==> config.mk <==
export PLATFORM = sky130hd
export DESIGN_NAME = alarm_ctrl
export DESIGN_NICKNAME = d
export VERILOG_FILES = /design/src/rtl/alarm_ctrl.sv
export SDC_FILE = /design/constraint.sdc
export NUM_CORES = 1
export LEC_CHECK = 0
export CORE_ASPECT_RATIO = 1.75
export CORE_MARGIN = 2
export CORE_UTILIZATION = 25
export DETAILED_ROUTE_END_ITERATION = 16
export GPL_TIMING_DRIVEN = 1
export PLACE_DENSITY = 0.51
export SLEW_MARGIN = 40
export SYNTH_ARGS = -nofsm -noshare
export SYNTH_HDL_FRONTEND = slang
export SYNTH_SLANG_ARGS = --single-unit
==> constraint.sdc <==
create_clock -name CLK -period 1.7 [get_ports CLK]
set_clock_uncertainty 0.1 [all_clocks]
set_input_delay 0.17 -clock CLK [delete_from_list [all_inputs] [get_ports CLK]]
set_output_delay 0.17 -clock CLK [all_outputs]
set_load 0.005 [all_outputs]
==> src/rtl/alarm_ctrl.sv <==
// Alarm controller: BCD alarm-time setting, edge-triggered ring with auto-off, and snooze.
// state  | meaning
// IDLE   | armed and waiting for a rising match
// SET_H  | UP steps the alarm hour
// SET_M  | UP steps the alarm minute
// RING   | buzzer on, counting toward the auto-off
// SNOOZE | buzzer off, counting toward re-ring
module alarm_ctrl (
  input  logic       CLK,
  input  logic       RST,
  input  logic       CE1S,
  input  logic [7:0] CUR_HOUR,
  input  logic [7:0] CUR_MIN,
  input  logic [7:0] CUR_SEC,
  input  logic       MODE,
  input  logic       UP,
  input  logic       SNZ,
  input  logic       STOP,
  input  logic       ALM_EN,
  output logic [7:0] ALM_HOUR,
  output logic [7:0] ALM_MIN,
  output logic [2:0] MD,
  output logic       BUZZ
);

  typedef enum logic [2:0] {
    IDLE   = 3'd0,
    SET_H  = 3'd1,
    SET_M  = 3'd2,
    RING   = 3'd3,
    SNOOZE = 3'd4
  } state_t;

  state_t     state;
  logic [5:0] ring_cnt;
  logic [8:0] snz_cnt;
  logic       hit;
  logic       hit_d;

  function automatic logic [7:0] hour_inc(input logic [7:0] h);
    if (h == 8'h23)          hour_inc = 8'h00;
    else if (h[3:0] == 4'd9) hour_inc = {h[7:4] + 4'd1, 4'd0};
    else                     hour_inc = {h[7:4], h[3:0] + 4'd1};
  endfunction

  function automatic logic [7:0] min_inc(input logic [7:0] m);
    if (m == 8'h59)          min_inc = 8'h00;
    else if (m[3:0] == 4'd9) min_inc = {m[7:4] + 4'd1, 4'd0};
    else                     min_inc = {m[7:4], m[3:0] + 4'd1};
  endfunction

  assign hit  = ALM_EN && (CUR_HOUR == ALM_HOUR) && (CUR_MIN == ALM_MIN) && (CUR_SEC == 8'h00);
  assign MD   = state;
  assign BUZZ = (state == RING);

  always_ff @(posedge CLK) begin
    if (RST) begin
      state    <= IDLE;
      ALM_HOUR <= 8'h07;
      ALM_MIN  <= 8'h00;
      ring_cnt <= '0;
      snz_cnt  <= '0;
      hit_d    <= 1'b0;
    end else begin
      // Only a rising match fires, so a held match after STOP cannot re-ring.
      hit_d <= hit;
      unique case (state)
        IDLE: begin
          if (MODE) begin
            state <= SET_H;
          end else if (hit && !hit_d) begin
            state    <= RING;
            ring_cnt <= '0;
          end
        end
        SET_H: begin
          if (MODE)    state    <= SET_M;
          else if (UP) ALM_HOUR <= hour_inc(ALM_HOUR);
        end
        SET_M: begin
          if (MODE)    state   <= IDLE;
          else if (UP) ALM_MIN <= min_inc(ALM_MIN);
        end
        RING: begin
          if (STOP || !ALM_EN) begin
            state <= IDLE;
          end else if (SNZ) begin
            state   <= SNOOZE;
            snz_cnt <= '0;
          end else if (CE1S) begin
            if (ring_cnt == 6'd59) state    <= IDLE;
            else                   ring_cnt <= ring_cnt + 6'd1;
          end
        end
        SNOOZE: begin
          if (STOP || !ALM_EN) begin
            state <= IDLE;
          end else if (CE1S) begin
            if (snz_cnt == 9'd299) begin
              state    <= RING;
              ring_cnt <= '0;
            end else begin
              snz_cnt <= snz_cnt + 9'd1;
            end
          end
        end
        default: state <= IDLE;
      endcase
    end
  end

endmodule

==> summary.md, run 1 <==
| Metric | Value |
|---|---|
| Crit path max fanout | 4 |
| Type of origin of the critical path | flop |
| Peak Freq | 557 MHz |
| Grt ovf | 0 |
| Synth Area in Compound Gates | 21.4% |
| 1st-iter DRT viols | 141 |
| Gate Count Post-Synth | 264 |
| Clk_lat worst skew | 0.28 ns |
| DRT Wirelength | 7690 um |
| Comb power frac | 33.7% |
| Starting density of the core | 25.6% |
| Vias in the first global route | 2455 |
| Drt first pass iters | 4 |
| Chip Width | 76.4 um |
| Synth async-reset ratio | 0% |
| Commonest cells after routing, fill and taps aside | buf_4, clkdlybuf4s50_1, nor2_1 |
| Design Power | 2.74 mW |
| Area grow syn2layout | 77.2% |
| Dpl hpwl | 5810 um |
| Final setup viols | 13 |
| Mux cell area share after synthesis | 1.74% |
| Via/cell ratio | 4.84 |
| NetSw | 831 uW |
| Final Hold Vio Count | 0 |
| Post-synth EDFFs | 0 |
| Io pins | 52 |
| Max-slew violation count | 0 |
| Ys flop type | dfxtp_1 |
| Yosys reg bits | 35 |
| XOR/XNOR share of the synthesized area | 11.1% |
| Clock Power Share | 33.1% |
| Reg clk slew, reported paths | 0.06 ns |
| Critical Path AT | 1.88 ns |
| Outcome | complete, but fails checks |
| Largest family of logic cells by synthesized area | simple AND/OR/NAND/NOR gates |
| Relative slew slack | 67.4% |
| Worst slew pin tran | 0.483 ns |
| HP Class | in -> reg |
| Initial antenna violation count | 0 |
| Simple-gate share of the synthesized area | 25.5% |
| Global-route wire length before repair | 11800 um |
| Num CTS Buffers | 5 |
| CORE AREA | 8980 um2 |
| Final #Nets | 441 |
| RSZ-0062 raised after global routing | yes |
| ANT cells | 0 |
| Synth Area in Adders | 5.45% |
| Tcrit/Tclk final | 106% |
| H-Tree Level Count | 2 |
| Sink Count | 35 |
| DP Cell Count | 500 |
| Register area share after synthesis | 30.5% |
| Proportion of layout cells with a drive suffix above 1 | 39.5% |
| Commonest non-fill, non-tap cell in the layout | buf_4 |
| Area occupied by multi-input gates | 1790 um2 |
| Pwr/cell area | 672 nW/um2 |
| Leak | 1.64 nW |
| Peak VDD IR | 0.406 mV |
| Cell Count, Final, Fillers Out | 520 |
| Max-cap viol count | 0 |
| Chip height | 131 um |
| Syn Nets | 306 |
| Endpoint type of the worst setup path | flop |
| Num rows | 46 |
| Wirelength per Cell | 14.8 um |
| Fin Hold WS | 0.382 ns |
| WS Path Type | reg -> reg |
| Cell Int Power | 1.90 mW |
| Unique cell type count in the Yosys netlist | 62 |
| Post-Syn Area | 2300 um2 |
| Req. time, crit path | 1.78 ns |
| Final setup margin | -0.0965 ns |
| I/O Buffers | 51 |
| Setup WS pre-CTS | -0.452 ns |
| Root buffer cell | clkbuf_16 |
| Switching fraction of total power | 30.4% |
| Synth Warn # | 0 |
| Crit path time final | 1.80 ns |
| Register area | 727 um2 |
| Failing checks | negative setup slack |
| Filler cell count in the final layout | 899 |
| DRC Markers | 0 |
| Seq pwr share | 33.2% |
| Routed vias | 2515 |
| GR Util All Layers | 15.1% |
| Pin count of the biggest net entering global routing | 16 |
| Final core area utilization | 45.3% |
| CTS tree | yes |
| Die Area | 10000 um2 |
| Mean post-synth cell area | 8.70 um2 |
| Placer Congestion | 0.871 |
| DRT antenna net count | 0 |
| Clock buffer depth | 2 |
## power by group through the flow
stage          registers [mW]  logic, mW  clock network, mW
2_1_floorplan           0.899      0.385                  0
3_3_place_gp            0.916      0.740                  0
4_1_cts                 0.899      0.806              0.933
6_report                0.908      0.922              0.906
3_5_place_dp            0.915      0.745                  0
5_1_grt                 0.913      0.988              0.962
## sequential cells by signal (all words and copies together), names as in the netlist
register and flops:
ALM_HOUR 8, MD 3, hit_d 1, ring_cnt 6
ALM_MIN 8, snz_cnt 9
## cell families after synthesis
logic type / count (synthesis)
DFF: 35
and+or+nand+nor: 105
adders and majority gates: 10
muxes: 4
AOI/OAI and AO/OA: 60
buffers and inverters: 21
xor gates and xnor gates: 29
## critical path: stages, from the launching register on
cell and delay, ns:
dfxtp_1 0.31, and4bb_2 0.34, a41o_4 0.27, a21oi_4 0.08, or2_4 0.27, a2111oi_4 0.33
## metrics by stage
step / instance area (um2) / TNS, ns
3_3_place_gp: 3490 / -6.29
4_1_cts: 3760 / -0.414
6_report: 4070 / -0.443
5_1_grt: 4070 / -1.70
3_5_place_dp: 3490 / -6.27
2_1_floorplan: 2320 / -0.492
## worst paths after layout
check,from,endpoint,slack [ns],depth (start not counted)
max,snz_cnt[2],MD[0],-0.1,5
min,CUR_MIN[5],hit_d,0.38,5
max reg2reg,snz_cnt[2],MD[0],-0.1,5
min reg2reg,ALM_HOUR[7],ALM_HOUR[7],0.49,2
## cell usage after synthesis, types with 4 or more instances
cell / number / share of area, %
and3_1: 5 / 1.4
inv_1: 11 / 1.8
and2_1: 5 / 1.4
nor2_1: 31 / 5.1
xnor2_1: 6 / 2.3
clkbuf_1: 4 / 0.65
nor2b_1: 5 / 1.4
xor2_1: 23 / 8.8
dfxtp_1: 35 / 31
o2111ai_1: 6 / 2.3
mux2i_1: 4 / 1.7
nand3_1: 9 / 2.0
and4_1: 4 / 1.5
a21oi_1: 10 / 2.2
nor4_1: 7 / 1.9
a211oi_1: 4 / 1.3
o21ai_0: 8 / 1.7
ha_1: 10 / 5.4
nor3_1: 9 / 2.0
nand2_1: 11 / 1.8
## metal layers
layer | part of all wire [%] | vias up | wire length (um) | track usage [%]
li1 | - | 1237 | - | -
met1 | 36 | 1183 | 2750 | 15.0
met2 | 56 | 76 | 4340 | 30.1
met3 | 4.4 | 19 | 340 | 2.68
met4 | 3.4 | 0 | 258 | 7.27
met5 | 0 | - | 0 | 0
## final cells by class
type                            instances  area share [%]
Multi-Input combinational cell        208            43.9
Timing Repair Buffer                  137            30.0
Sequential cell                        35            17.9
Tap cell                              120            3.69
Clock buffer                            7            3.26
Inverter                               12            1.17
Clock inverter                          1           0.123
## what timing repair did
action | in CTS | in global routing
buffers inserted | 4 | 8
gates resized for setup | 30 | 47
pin swaps | 7 | 23
hold buffers | 0 | 0
endpoints found under the setup margin | 29 | 25
(Power assumes the default switching activity.)
==> run 2, diff against run 1 <==
--- a/config.mk
+++ b/config.mk
@@ -5,12 +5,11 @@
 export SDC_FILE = /design/constraint.sdc
 export NUM_CORES = 1
 export LEC_CHECK = 0
-export CORE_ASPECT_RATIO = 1.75
 export CORE_MARGIN = 2
-export CORE_UTILIZATION = 25
+export CORE_UTILIZATION = 40
 export DETAILED_ROUTE_END_ITERATION = 16
 export GPL_TIMING_DRIVEN = 1
-export PLACE_DENSITY = 0.51
+export PLACE_DENSITY = 0.72
 export SLEW_MARGIN = 40
 export SYNTH_ARGS = -nofsm -noshare
 export SYNTH_HDL_FRONTEND = slang
==> summary.md, run 2 (synthesis results as in run 1) <==
| Metric | Value |
|---|---|
| Outcome | complete, but fails checks (unchanged) |
| Failing checks | negative setup slack (unchanged) |
| Crit path to | MD[0] (unchanged) |
| Proportion of layout cells with a drive suffix above 1 | 37.0% (was 39.5%) |
| Final instance area | 3790 um2 (was 4070 um2) |
| Reg clk slew, reported paths | 0.08 ns (was 0.06 ns) |
| Root buffer cell | clkbuf_8 (was clkbuf_16) |
| H-Tree Level Count | 2 (unchanged) |
| Chip height | 79.8 um (was 131 um) |
| Commonest cells after routing, fill and taps aside | buf_4, clkdlybuf4s50_1, nor2_1 (unchanged) |
| Via/cell ratio | 5.44 (was 4.84) |
| Tcrit/Tclk final | 110% (was 106%) |
| Initial antenna violation count | 0 (unchanged) |
| Wirelength per Cell | 15.8 um (was 14.8 um) |
| DRT Wirelength | 7240 um (was 7690 um) |
| Max reg flops | 9 (unchanged) |
| Clk_lat worst skew | 0.29 ns (was 0.28 ns) |
| Num CTS Buffers | 5 (unchanged) |
| Routed vias | 2497 (was 2515) |
| Crit path max fanout | 4 (unchanged) |
| Filler cell count in the final layout | 403 (was 899) |
| Biggest regs | snz_cnt: 9 flops, ALM_HOUR: 8 flops, ALM_MIN: 8 flops (unchanged) |
| FF-to-FF Start | ALM_HOUR[0] (was snz_cnt[2]) |
| CP Launch Point | ALM_HOUR[0] (was snz_cnt[2]) |
| Global-route wire length before repair | 10500 um (was 11800 um) |
| Drt first pass iters | 4 (unchanged) |
| 1st-iter DRT viols | 59 (was 141) |
| ANT cells | 0 (unchanged) |
| Chip Width | 79.8 um (was 76.4 um) |
| Setup WS pre-CTS | -0.347 ns (was -0.452 ns) |
| Metal-1 WL | 3310 um (was 2750 um) |
| Critical Path AT | 1.97 ns (was 1.88 ns) |
| Final #Nets | 428 (was 441) |
| Final Hold Vio Count | 0 (unchanged) |
| I/O Buffers | 51 (unchanged) |
| Pwr/cell area | 632 nW/um2 (was 672 nW/um2) |
| Max-slew violation count | 0 (unchanged) |
| Die Area | 6360 um2 (was 10000 um2) |
| DP Area | 3350 um2 (was 3490 um2) |
| Final setup margin | -0.177 ns (was -0.0965 ns) |
| R2R setup slack | -0.18 ns (was -0.1 ns) |
| Pin count of the biggest net entering global routing | 14 (was 16) |
| Design Power | 2.39 mW (was 2.74 mW) |
| Num rows | 27 (was 46) |
| Peak Freq | 533 MHz (was 557 MHz) |
| CORE AREA | 5540 um2 (was 8980 um2) |
| Area grow syn2layout | 65.0% (was 77.2%) |
| Most flop-heavy register | snz_cnt (unchanged) |
| Leak | 1.53 nW (was 1.64 nW) |
| Vias in the first global route | 2316 (was 2455) |
| Final core area utilization | 68.4% (was 45.3%) |
| GR Util All Layers | 21.0% (was 15.1%) |
| Final setup viols | 16 (was 13) |
| CTS tree | yes (unchanged) |
| Type of origin of the critical path | flop (unchanged) |
| Io pins | 52 (unchanged) |
| R2R Path End | MD[0] (unchanged) |
| Dpl hpwl | 4960 um (was 5810 um) |
| Met3 wire length | 196 um (was 340 um) |
| Peak VDD IR | 0.398 mV (was 0.406 mV) |
| WS Path Type | reg -> reg (unchanged) |
| HP Class | reg -> reg (was in -> reg) |
| Grt ovf | 0 (unchanged) |
| Max Used Layer | met4 (unchanged) |
| Relative slew slack | 64.0% (was 67.4%) |
| Clock buffer depth | 2 (unchanged) |
| Starting density of the core | 41.4% (was 25.6%) |
| Req. time, crit path | 1.80 ns (was 1.78 ns) |
| RSZ-0062 raised after global routing | yes (unchanged) |
| Worst slew pin tran | 0.533 ns (was 0.483 ns) |
| DRC Markers | 0 (unchanged) |
| Endpoint type of the worst setup path | flop (unchanged) |
| Sink Count | 35 (unchanged) |
| Placer Congestion | 0.784 (was 0.871) |
| Commonest non-fill, non-tap cell in the layout | buf_4 (unchanged) |
| Crit path time final | 1.88 ns (was 1.80 ns) |
| Worst r2r path cells | 5 (unchanged) |
| WL met2 | 3640 um (was 4340 um) |
| DRT antenna net count | 0 (unchanged) |
| Max-cap viol count | 0 (unchanged) |
==> run 2: changes by cell type in the layout (fill, tap and decap cells not counted), moves of 3 or more <==
cell / delta
buf_4: -7
clkbuf_8: +5
nor4_1: +3
buf_6: -4
clkbuf_16: -5
==> run 2: per-stage QoR <==
stage / TNS, ns / hold slack [ns] / cells
floorplan: -0.492 / 0.263 / 264
global placement: -5.31 / 0.406 / 443
detailed placement: -5.38 / 0.419 / 443
CTS: -0.334 / 0.442 / 455
global route: -2.87 / 0.487 / 459
finish: -1.35 / 0.446 / 459
==> run 2: area by class of cell <==
class	instances	area, um2	share of cell area, %
Tap cell	72	90.1	2.38
Clock inverter	2	12.5	0.330
Inverter	12	47.5	1.25
Multi-Input combinational cell	208	1770	46.7
Sequential cell	35	719	19.0
Timing Repair Buffer	124	1080	28.4
Clock buffer	6	72.6	1.92
==> run 2: worst min path at each step <==
stage | to | from | slack (ns) | depth (start not counted)
floorplan | hit_d | CUR_MIN[0] | 0.26 | 3
global placement | snz_cnt[1] | snz_cnt[1] | 0.41 | 2
detailed placement | snz_cnt[1] | snz_cnt[1] | 0.42 | 2
CTS | snz_cnt[1] | snz_cnt[1] | 0.44 | 2
global route | ring_cnt[1] | ring_cnt[1] | 0.49 | 2
finish | snz_cnt[1] | snz_cnt[1] | 0.45 | 2
==> run 2: what timing repair did <==
item / 4_1_cts / 5_1_grt
pin swaps: 19 / 16
gates resized for setup: 29 / 37
setup buffers: 4 / 4
hold buffers: 0 / 0
endpoints found under the setup margin: 17 / 27
==> run 2: power by group <==
group / switching [mW] / internal, mW / total [mW]
clock: 0.325 / 0.287 / 0.612
sequential: 0.0407 / 0.856 / 0.896
combinational: 0.420 / 0.465 / 0.885
==> run 2: worst max-delay path: stages, from the launching register on <==
cell       delay (ns)
dfxtp_1          0.36
xor2_1           0.20
nor4_1           0.38
nand3_2          0.18
o21ba_4          0.27
a2111oi_4        0.29
==> run 2: layer usage <==
layer	vias up	global-route usage (%)
met1	1234	27.9
met5	-	0
met2	37	34.3
met4	0	6.27
met3	8	4.30
li1	1218	-
==> run 3, diff against run 2 <==
--- a/config.mk
+++ b/config.mk
@@ -6,10 +6,11 @@
 export NUM_CORES = 1
 export LEC_CHECK = 0
 export CORE_MARGIN = 2
-export CORE_UTILIZATION = 40
+export CORE_UTILIZATION = 45
 export DETAILED_ROUTE_END_ITERATION = 16
 export GPL_TIMING_DRIVEN = 1
-export PLACE_DENSITY = 0.72
+export PLACE_DENSITY = 0.8
+export SETUP_SLACK_MARGIN = 0.5
 export SLEW_MARGIN = 40
 export SYNTH_ARGS = -nofsm -noshare
 export SYNTH_HDL_FRONTEND = slang
==> summary.md, run 3 (synthesis results as in run 1) <==
| Metric | Value |
|---|---|
| Area occupied by multi-input gates | 2020 um2 (was 1770 um2) |
| Clock buffer depth | 2 (unchanged) |
| Register area | 752 um2 (was 719 um2) |
| ANT cells | 0 (unchanged) |
| Global-route wire length before repair | 13100 um (was 10500 um) |
| Vias in the first global route | 2684 (was 2316) |
| HP Class | reg -> reg (unchanged) |
| Peak Freq | 529 MHz (was 533 MHz) |
| Final Hold Vio Count | 0 (unchanged) |
| I/O Buffers | 51 (unchanged) |
| Met1 Resource Use GR | 35.8% (was 27.9%) |
| Die Area | 5690 um2 (was 6360 um2) |
| 1st-iter DRT viols | 309 (was 59) |
| Cell Chain, Critical Path | or3b_4 > a41o_2 > a21oi_4 > a211oi_2 > a2111oi_4 (was xor2_1 > nor4_1 > nand3_2 > o21ba_4 > a2111oi_4) |
| Via/cell ratio | 6.23 (was 5.44) |
| Commonest non-fill, non-tap cell in the layout | buf_4 (unchanged) |
| Max stage delay on crit path | 0.43 ns (was 0.38 ns) |
| Cell Count, Final, Fillers Out | 479 (was 459) |
| Comb power frac | 43.0% (was 37.0%) |
| Cell Int Power | 1.71 mW (was 1.61 mW) |
| Dpl hpwl | 5220 um (was 4960 um) |
| Starting density of the core | 47.7% (was 41.4%) |
| Routed vias | 2985 (was 2497) |
| Crit path time final | 1.89 ns (was 1.88 ns) |
| Max-cap viol count | 0 (unchanged) |
| WS Path Type | reg -> reg (unchanged) |
| Sink Count | 35 (unchanged) |
| Biggest regs | snz_cnt: 9 flops, ALM_HOUR: 8 flops, ALM_MIN: 8 flops (unchanged) |
| Final #Nets | 453 (was 428) |
| Failing checks | negative setup slack (unchanged) |
| RSZ-0062 raised after global routing | yes (unchanged) |
| Filler cell count in the final layout | 193 (was 403) |
| Pwr/cell area | 611 nW/um2 (was 632 nW/um2) |
| DRT antenna net count | 0 (unchanged) |
| Peak VDD IR | 0.703 mV (was 0.398 mV) |
| Gr busiest metal | met2 (unchanged) |
| Clock Power Share | 23.1% (was 25.6%) |
| Num rows | 25 (was 27) |
| Tcrit/Tclk final | 111% (was 110%) |
| Critical Path AT | 1.97 ns (about the same) |
| Fin Hold WS | 0.415 ns (was 0.446 ns) |
| Type of origin of the critical path | flop (unchanged) |
| Io pins | 52 (unchanged) |
| Wirelength per Cell | 23.7 um (was 15.8 um) |
| H-Tree Level Count | 2 (unchanged) |
| Relative slew slack | 63.4% (was 64.0%) |
| Proportion of layout cells with a drive suffix above 1 | 54.9% (was 37.0%) |
| Endpoint type of the worst setup path | flop (unchanged) |
| Drt first pass iters | 5 (was 4) |
| Max reg flops | 9 (unchanged) |
| Max-slew violation count | 0 (unchanged) |
| Worst slew pin tran | 0.548 ns (was 0.533 ns) |
| Grt ovf | 0 (unchanged) |
| DP Cell Count | 441 (was 443) |
| Area grow syn2layout | 89.2% (was 65.0%) |
| Chip height | 75.4 um (was 79.8 um) |
| DRC Markers | 0 (unchanged) |
| Num CTS Buffers | 5 (unchanged) |
| NetSw | 951 uW (was 787 uW) |
| CP max stage cell | or3b_4 (was nor4_1) |
| Final setup viols | 26 (was 16) |
| Crit path max fanout | 7 (was 4) |
| Outcome | complete, but fails checks (unchanged) |
| Chip Width | 75.4 um (was 79.8 um) |
| DP Area | 3420 um2 (was 3350 um2) |
| GR Util All Layers | 30.6% (was 21.0%) |
| Met3 Resource Use GR | 5.03% (was 4.30%) |
| Commonest cells after routing, fill and taps aside | buf_4, buf_6, clkdlybuf4s50_1 (was buf_4, clkdlybuf4s50_1, nor2_1) |
| Pin count of the biggest net entering global routing | 15 (was 14) |
| Req. time, crit path | 1.78 ns (was 1.80 ns) |
| DRT Wirelength | 11400 um (was 7240 um) |
| Placer Congestion | 0.857 (was 0.784) |
| Bufs and invs on worst path | 0 (unchanged) |
| Most flop-heavy register | snz_cnt (unchanged) |
| Root buffer cell | clkbuf_8 (unchanged) |
| CTS tree | yes (unchanged) |
| # hold bufs at CTS | 0 (unchanged) |
| Clk_lat worst skew | 0.29 ns (about the same) |
| Final setup margin | -0.189 ns (was -0.177 ns) |
| Initial antenna violation count | 1 (was 0) |
| Delay-heaviest family, CP | compound AO/OA/AOI/OAI gates (was simple AND/OR/NAND/NOR gates) |
| Final instance area | 4340 um2 (was 3790 um2) |
| Setup WS pre-CTS | -0.415 ns (was -0.347 ns) |
| Leak | 1.75 nW (was 1.53 nW) |
| Reg clk slew, reported paths | 0.08 ns (about the same) |
| CORE AREA | 4820 um2 (was 5540 um2) |
| Switching fraction of total power | 35.8% (was 32.9%) |
| Final core area utilization | 90.2% (was 68.4%) |
| GRT met2 Usage | 56.4% (was 34.3%) |
| Seq pwr share | 33.9% (was 37.4%) |
run 3: cell count changes in the layout (fill, tap and decap cells not counted), sizes merged:
cell           previous run  this run
buf                      73       114
clkinvlp                  1         0
dlygate4sd2               2         0
clkdlybuf4s50            48        30
clkdlybuf4s15             0         2
clkbuf                    6         8
clkinv                    1         2
run 3: stage by stage:
| stage | total power [mW] | setup TNS, ns |
|---|---|---|
| 2_1_floorplan | 1.30 | -0.355 |
| 5_1_grt | 2.72 | -4.22 |
| 3_5_place_dp | 1.65 | -5.46 |
| 6_report | 2.66 | -2.49 |
| 3_3_place_gp | 1.63 | -4.69 |
| 4_1_cts | 2.37 | -0.685 |
run 3: path summary, 6_finish.rpt:
| check | startpoint | endpoint | slack, ns | cells past startpoint |
|---|---|---|---|---|
| worst max-delay path | MD[1] | MD[0] | -0.19 | 5 |
| worst min-delay path | snz_cnt[1] | snz_cnt[1] | 0.42 | 2 |
| worst max register to register | MD[1] | MD[0] | -0.19 | 5 |
| worst min register to register | snz_cnt[1] | snz_cnt[1] | 0.42 | 2 |
run 3: layout make-up:
class	count	area share, %
Timing Repair Buffer	149	31.2
Multi-Input combinational cell	208	46.4
Sequential cell	35	17.3
Clock buffer	6	1.67
Tap cell	67	1.93
Inverter	12	1.27
Clock inverter	2	0.173
run 3: worst register-to-register path, stage by stage (launching register included):
cell       delay [ns]
dfxtp_4          0.38
or3b_4           0.43
a41o_2           0.31
a21oi_4          0.25
a211oi_2         0.08
a2111oi_4        0.23
run 3: timing repair:
| action | 4_1_cts | 5_1_grt |
|---|---|---|
| pin swaps | 38 | 40 |
| buffers inserted | 14 | 14 |
| gates cloned | 1 | 1 |
| resized for setup | 163 | 70 |
| endpoints found under the hold margin | 0 | 0 |
| endpoints found under the setup margin | 55 | 46 |
run 3: power by group through the flow:
stage | registers [mW] | clock network, mW | logic, mW
6_report | 0.900 | 0.613 | 1.14
5_1_grt | 0.901 | 0.646 | 1.17
4_1_cts | 0.893 | 0.588 | 0.889
3_5_place_dp | 0.902 | 0 | 0.749
3_3_place_gp | 0.901 | 0 | 0.728
2_1_floorplan | 0.897 | 0 | 0.401
run 3: layer usage:
layer  up-vias  wire, um
li1       1263         -
met3        75       906
met2       223      5710
met1      1424      4110
met4         0       642
met5         -         0
